**src/rtl/conv_seq_ctrl_pkg.sv**
```systemverilog
// conv_ctrl_pkg: shared state encoding and default tap geometry for the convolution sequencer
package conv_ctrl_pkg;
  typedef enum logic [2:0] {IDLE, RUN, DRAIN, BIAS, DONE} state_t;
  localparam int SIZE_D = 7;
  localparam int T = SIZE_D * SIZE_D;
  localparam int IDX_W = $clog2(T);
endpackage

```
**src/rtl/conv_seq_ctrl_if.sv**
```systemverilog
// conv_seq_ctrl_if: start/result handshakes and tap-buffer read port of the convolution sequencer
interface conv_seq_ctrl_if
  import conv_ctrl_pkg::*;
#(
  parameter int N = 32,
  parameter int AW = IDX_W
);
  logic start, start_ready, abort;
  logic [N-1:0] bias;
  logic tap_rd_en;
  logic [AW-1:0] tap_addr;
  logic [N-1:0] filter_rdata, input_rdata;
  logic out_valid, out_ready;
  logic [N-1:0] conv_output;
  logic busy;
  modport master (
    output start, abort, bias, filter_rdata, input_rdata, out_ready,
    input start_ready, tap_rd_en, tap_addr, out_valid, conv_output, busy
  );
  modport slave (
    input start, abort, bias, filter_rdata, input_rdata, out_ready,
    output start_ready, tap_rd_en, tap_addr, out_valid, conv_output, busy
  );
endinterface

```
**src/rtl/conv_seq_ctrl_arith.sv**
```systemverilog
// fma / qadd: combinational fixed-point units; two's-complement wrap, product truncated toward -inf
module fma #(
  parameter int QN = 15,
  parameter int N = 32
) (
  input  logic [N-1:0] acc,
  input  logic [N-1:0] a,
  input  logic [N-1:0] b,
  output logic [N-1:0] y
);
  logic signed [2*N-1:0] p;
  assign p = $signed(a) * $signed(b);
  assign y = acc + N'(p >>> QN);
endmodule

module qadd #(
  parameter int QN = 15,
  parameter int N = 32
) (
  input  logic [N-1:0] a,
  input  logic [N-1:0] b,
  output logic [N-1:0] y
);
  assign y = a + b;
endmodule

```
**src/rtl/conv_seq_ctrl_tap_counter.sv**
```systemverilog
// tap_counter: tap index with clear, enable and terminal flag; holds at the last tap
module tap_counter #(
  parameter int W = 6,
  parameter int LAST = 48
) (
  input  logic         clk,
  input  logic         rst_n,
  input  logic         clr,
  input  logic         en,
  output logic [W-1:0] idx,
  output logic         last
);
  assign last = idx == W'(LAST);
  always_ff @(posedge clk or negedge rst_n)
    if (!rst_n) idx <= '0;
    else if (clr) idx <= '0;
    else if (en && !last) idx <= idx + 1'b1;
endmodule

```
**src/rtl/conv_seq_ctrl.sv**
```systemverilog
// conv_seq_ctrl: sequences T tap reads, accumulates filter*input, adds bias and presents the result
module conv_seq_ctrl
  import conv_ctrl_pkg::*;
#(
  parameter int SIZE = SIZE_D,
  parameter int QN = 15,
  parameter int N = 32
) (
  input logic clk,
  input logic rst_n,
  conv_seq_ctrl_if.slave bus
);
  localparam int TC = SIZE * SIZE;
  localparam int AW = $clog2(TC);
  state_t state, nxt;
  logic [AW-1:0] idx;
  logic last, rd_q, accept, run;
  logic [N-1:0] acc, bias_q, fma_y, sum;
  assign run = state == RUN;
  assign accept = state == IDLE && bus.start && !bus.abort;
  assign bus.start_ready = state == IDLE;
  assign bus.busy = state != IDLE;
  assign bus.tap_rd_en = run;
  assign bus.tap_addr = run ? idx : '0;
  assign bus.out_valid = state == DONE;
  tap_counter #(.W(AW), .LAST(TC - 1)) u_cnt (
    .clk(clk), .rst_n(rst_n), .clr(accept), .en(run), .idx(idx), .last(last)
  );
  fma #(.QN(QN), .N(N)) u_fma (
    .acc(acc), .a(bus.filter_rdata), .b(bus.input_rdata), .y(fma_y)
  );
  qadd #(.QN(QN), .N(N)) u_qadd (.a(acc), .b(bias_q), .y(sum));
  always_comb begin
    nxt = state;
    nxt = (state != IDLE && bus.abort) ? IDLE :
          state == IDLE  ? (accept ? RUN : IDLE) :
          state == RUN   ? (last ? DRAIN : RUN) :
          state == DRAIN ? BIAS :
          state == BIAS  ? DONE :
          (bus.out_ready ? IDLE : DONE);
  end
  // read data lags the strobe by one cycle, so accumulation follows rd_q
  always_ff @(posedge clk or negedge rst_n)
    if (!rst_n) begin
      state <= IDLE;
      rd_q <= 1'b0;
      acc <= '0;
      bias_q <= '0;
      bus.conv_output <= '0;
    end else begin
      state <= nxt;
      rd_q <= run && !bus.abort;
      if (accept) begin
        acc <= '0;
        bias_q <= bus.bias;
      end else if (rd_q) acc <= fma_y;
      if (state == BIAS && !bus.abort) bus.conv_output <= sum;
    end
endmodule

```
**src/flat_wrapper.sv**
```systemverilog
// flat-port wrapper written by rule: the top's interface ports become plain ports
module conv_seq_ctrl_flat import conv_ctrl_pkg::*;
#(
  parameter int SIZE = SIZE_D,
  parameter int QN = 15,
  parameter int N = 32
)
  (clk, rst_n, bus_start, bus_abort, bus_bias, bus_filter_rdata, bus_input_rdata, bus_out_ready, bus_start_ready, bus_tap_rd_en, bus_tap_addr, bus_out_valid, bus_conv_output, bus_busy);
  conv_seq_ctrl_if #(.N(N), .AW(6)) bus_i ();
  input logic clk;
  input logic rst_n;
  input wire logic [$bits(bus_i.start)-1:0] bus_start;
  input wire logic [$bits(bus_i.abort)-1:0] bus_abort;
  input wire logic [$bits(bus_i.bias)-1:0] bus_bias;
  input wire logic [$bits(bus_i.filter_rdata)-1:0] bus_filter_rdata;
  input wire logic [$bits(bus_i.input_rdata)-1:0] bus_input_rdata;
  input wire logic [$bits(bus_i.out_ready)-1:0] bus_out_ready;
  output wire logic [$bits(bus_i.start_ready)-1:0] bus_start_ready;
  output wire logic [$bits(bus_i.tap_rd_en)-1:0] bus_tap_rd_en;
  output wire logic [$bits(bus_i.tap_addr)-1:0] bus_tap_addr;
  output wire logic [$bits(bus_i.out_valid)-1:0] bus_out_valid;
  output wire logic [$bits(bus_i.conv_output)-1:0] bus_conv_output;
  output wire logic [$bits(bus_i.busy)-1:0] bus_busy;
  assign bus_i.start = bus_start;
  assign bus_i.abort = bus_abort;
  assign bus_i.bias = bus_bias;
  assign bus_i.filter_rdata = bus_filter_rdata;
  assign bus_i.input_rdata = bus_input_rdata;
  assign bus_i.out_ready = bus_out_ready;
  assign bus_start_ready = bus_i.start_ready;
  assign bus_tap_rd_en = bus_i.tap_rd_en;
  assign bus_tap_addr = bus_i.tap_addr;
  assign bus_out_valid = bus_i.out_valid;
  assign bus_conv_output = bus_i.conv_output;
  assign bus_busy = bus_i.busy;
  conv_seq_ctrl #(.SIZE(SIZE), .QN(QN), .N(N)) u_core (.clk(clk), .rst_n(rst_n), .bus(bus_i));
endmodule
```
**config.mk**
```make
export PLATFORM = sky130hd
export DESIGN_NAME = conv_seq_ctrl_flat
export DESIGN_NICKNAME = d
export VERILOG_FILES = /design/src/rtl/conv_seq_ctrl_pkg.sv /design/src/rtl/conv_seq_ctrl_if.sv /design/src/rtl/conv_seq_ctrl_arith.sv /design/src/rtl/conv_seq_ctrl_tap_counter.sv /design/src/rtl/conv_seq_ctrl.sv /design/src/flat_wrapper.sv
export SDC_FILE = /design/constraint.sdc
export NUM_CORES = 2
export LEC_CHECK = 0
export BUFFER_PORTS_ARGS = -buffer_cell sky130_fd_sc_hd__buf_4
export CAP_MARGIN = 40
export CORE_MARGIN = 4
export CORE_UTILIZATION = 40
export DETAILED_ROUTE_END_ITERATION = 6
export SYNTH_ARGS = -nofsm -noshare
export SYNTH_HDL_FRONTEND = slang
export SYNTH_SLANG_ARGS = --single-unit
```
**constraint.sdc**
```tcl
create_clock -name clk -period 9.5 [get_ports clk]
set_input_delay 1.9 -clock clk [delete_from_list [all_inputs] [get_ports clk]]
set_output_delay 1.9 -clock clk [all_outputs]
set_load 0.01 [all_outputs]
```
==> impl_results.md <==
* Seq/Total Area, Yosys at 7.62%
* I/O Pins at 143
* Number of cell rows at 107
* Final WL at 91000 um
* Final max-slew violation count at 0
* Initial antenna violation count at 4
* Die Footprint at 0.0918 mm2
* Yosys reg bits at 106
* DRT antenna net count at 0
* Critical path data arrival time at 10.18 ns
* Remaining DRCs at 3
* Synthesis-to-layout area growth at 18.7%
* Vias per inst at 4.84
* Vias in the first global route at 27700
* Total core area at 0.0858 mm2
* EDFF count, synth at 0
* Mapped Nets at 4954
* DP Area at 0.0396 mm2
* Crit-path max cell delay at 0.57 ns
* Tmin final at 9.90 ns
* Worst path bufs/invs at 4
* Setup violators final at 17
* YS warnings at 0
* TritonCTS buffer count at 9
* Fin area at 0.0413 mm2
* Final Hold Vio Count at 0
* WHS at 0.479 ns
* GRT Residual Overflow at 0
* Number of detailed-route iterations in the first pass at 7
* Total GRT Usage at 20.5%
* Clk_lat worst skew at 0.35 ns
* Async set or reset register ratio after synthesis at 100%
* Pre-CTS WS at -1.01 ns
* Outcome: finished with violations
* Slew headroom at 47.8%
* Hpwl dp at 79700 um
* CTS tree: yes
* CP Capture Type: flop
* Min-Delay Path Class: reg -> reg
* # clock sinks at 106
* Clock Skew at 0.0131 ns
* Cells after Synth at 3809
* Final net count at 5313
* Initial core utilization at 40.6%
* Number of library cell types mapped by synthesis at 64
* CP max stage cell: fa_1
* Delay-heaviest family, CP: adder cells
* Largest net degree at the start of global routing at 72
* RSZ-0062 raised after global routing: yes
* Max Root-Sink Buffers at 2
* Vias post-DR at 25800
* Layout cells sized above 1 at 17.1%
* Violated checks: DRC, setup timing
* Crit Path Max Fanout at 6
* WL per Instance at 17.1 um
* Layout fillers at 8066
* Fin crit share at 104%
* PortBufs at 142
* Most used cell, CP: fa_1
* Most used DFF post-synth: dfrtp_1
* PnR worst setup slack at -0.404 ns
* Crit path kind: in -> reg
* Global-route wire length before repair at 148000 um
* Worst-path clk slew at 0.07 ns
* Routability cong. at 0.868
* Initial drt markers at 1116
* Syn avg cell area at 9.14 um2
* Startpoint types: primary input
* Slew @ Worst Pin at 0.784 ns
* Synth Cell Area at 0.0348 mm2
* Chip width at 303 um
* Required time worst endpoint at 9.78 ns
* Die height at 303 um
* F_max at 101 MHz
* Max-cap viol count at 0
* H-tree levels at 3
* Clock Root Buffer: clkbuf_16
[cells by family after synthesis]
group,synth area share (%)
compound gates,4.72
xor+xnor,3.21
fa+ha+maj,55.2
buf+inv,10.6
flops,7.62
mux,0.607
simple gates,18.1
[flip-flops by register name (all words and copies together) (netlist names)]
signal / flops
u_core.bus.conv_output: 32
u_core.bias_q: 32
u_core.rd_q: 1
u_core.acc: 32
u_core.u_cnt.idx: 6
u_core.state: 3
[cell usage after synthesis (all sizes together) (5+ instances only)]
master  count  area, um2
a211oi     12       90.1
nor2b      23        144
nand2     558       2090
nor3       17       85.1
and2      489       3060
fa        818      16400
xor2       41        359
a21oi      75        379
nor2       89        334
nand2b     28        175
a21o       24        180
o21bai      8       60.1
nand3      23        115
mux2i      20        200
o21ai      70        350
and3       10       62.6
xnor2      84        736
dfrtp     106       2650
inv       798       3000
ha        226       2830
o211ai     10       80.1
a31oi      10       68.8
nand4       6       37.5
clkbuf    184        691
o21a       10       75.1
o31ai       5       37.5
[per-stage QoR]
step,instances,utilization (%),TNS [ns]
2_1_floorplan,3809,-,-2.82
3_3_place_gp,5257,46.1,-14.73
3_5_place_dp,5259,46.1,-14.94
4_1_cts,5299,47.4,-2.92
5_1_grt,5320,48.1,-11.36
6_report,5321,48.2,-3.92
[path summary, 6_finish.rpt]
check / start / endpoint / slack [ns] / depth (start not counted)
setup reg to reg: u_core.acc[12] / u_core.bus.conv_output[29] / 5.91 / 12
hold / removal: u_core.bus.conv_output[5] / u_core.bus.conv_output[5] / 0.48 / 2
max in group asynchronous: rst_n / u_core.bus.conv_output[3] / 6.76 / 2
min in group asynchronous: rst_n / u_core.u_cnt.idx[0] / 1.60 / 1
hold reg to reg: u_core.bus.conv_output[5] / u_core.bus.conv_output[5] / 0.48 / 2
setup / recovery: bus_input_rdata[4] / u_core.acc[31] / -0.40 / 33
[worst reg2reg max path, delay by kind of cell, from the launching register on]
family	cells	cell delay [ns]
AOI/OAI and AO/OA	8	1.94
and+or+nand+nor	3	0.67
DFF	1	0.45
adders and majority gates	1	0.38
[cell usage in the layout (no fill, tap or decap), drive strengths merged, types with 12 or more instances in the layout]
cell / n
dfrtp: 106
xnor2: 84
nor2b: 23
nor2: 89
a211oi: 12
clkbuf: 12
a21o: 24
fa: 818
ha: 226
xor2: 41
nand2: 558
a21oi: 75
nand3: 23
nor3: 17
nand2b: 28
buf: 531
o21ai: 70
and2: 489
mux2i: 20
inv: 799
[what timing repair did]
item                                    4_1_cts  5_1_grt
endpoints found under the setup margin       20       23
buffers inserted                             23       16
hold buffers                                  0        0
cloned                                        2        1
pin swaps                                    52       83
gates resized for setup                     122      111
[area by class of cell]
class / instances / area (um2) / area share [%]
Multi-Input combinational cell: 2719 / 29300 / 70.9
Sequential cell: 106 / 2650 / 6.42
Antenna cell: 5 / 12.5 / 0.0303
Clock buffer: 11 / 233 / 0.563
Clock inverter: 4 / 98.8 / 0.239
Timing Repair Buffer: 534 / 4590 / 11.1
Inverter: 798 / 3000 / 7.25
Tap cell: 1144 / 1430 / 3.46
[layer usage]
layer	part of all wire [%]	routed length, um	track usage, %	vias to the layer above
li1	-	-	-	11900
met1	40	36700	25.8	13400
met2	54	49300	37.9	358
met3	2.3	2130	1.46	120
met4	3.2	2870	5.77	0
met5	0	0	0	-
Power is left out: the tool's default activity adds up to more than one toggle a clock period on the data nets, which glitch-free logic cannot reach.
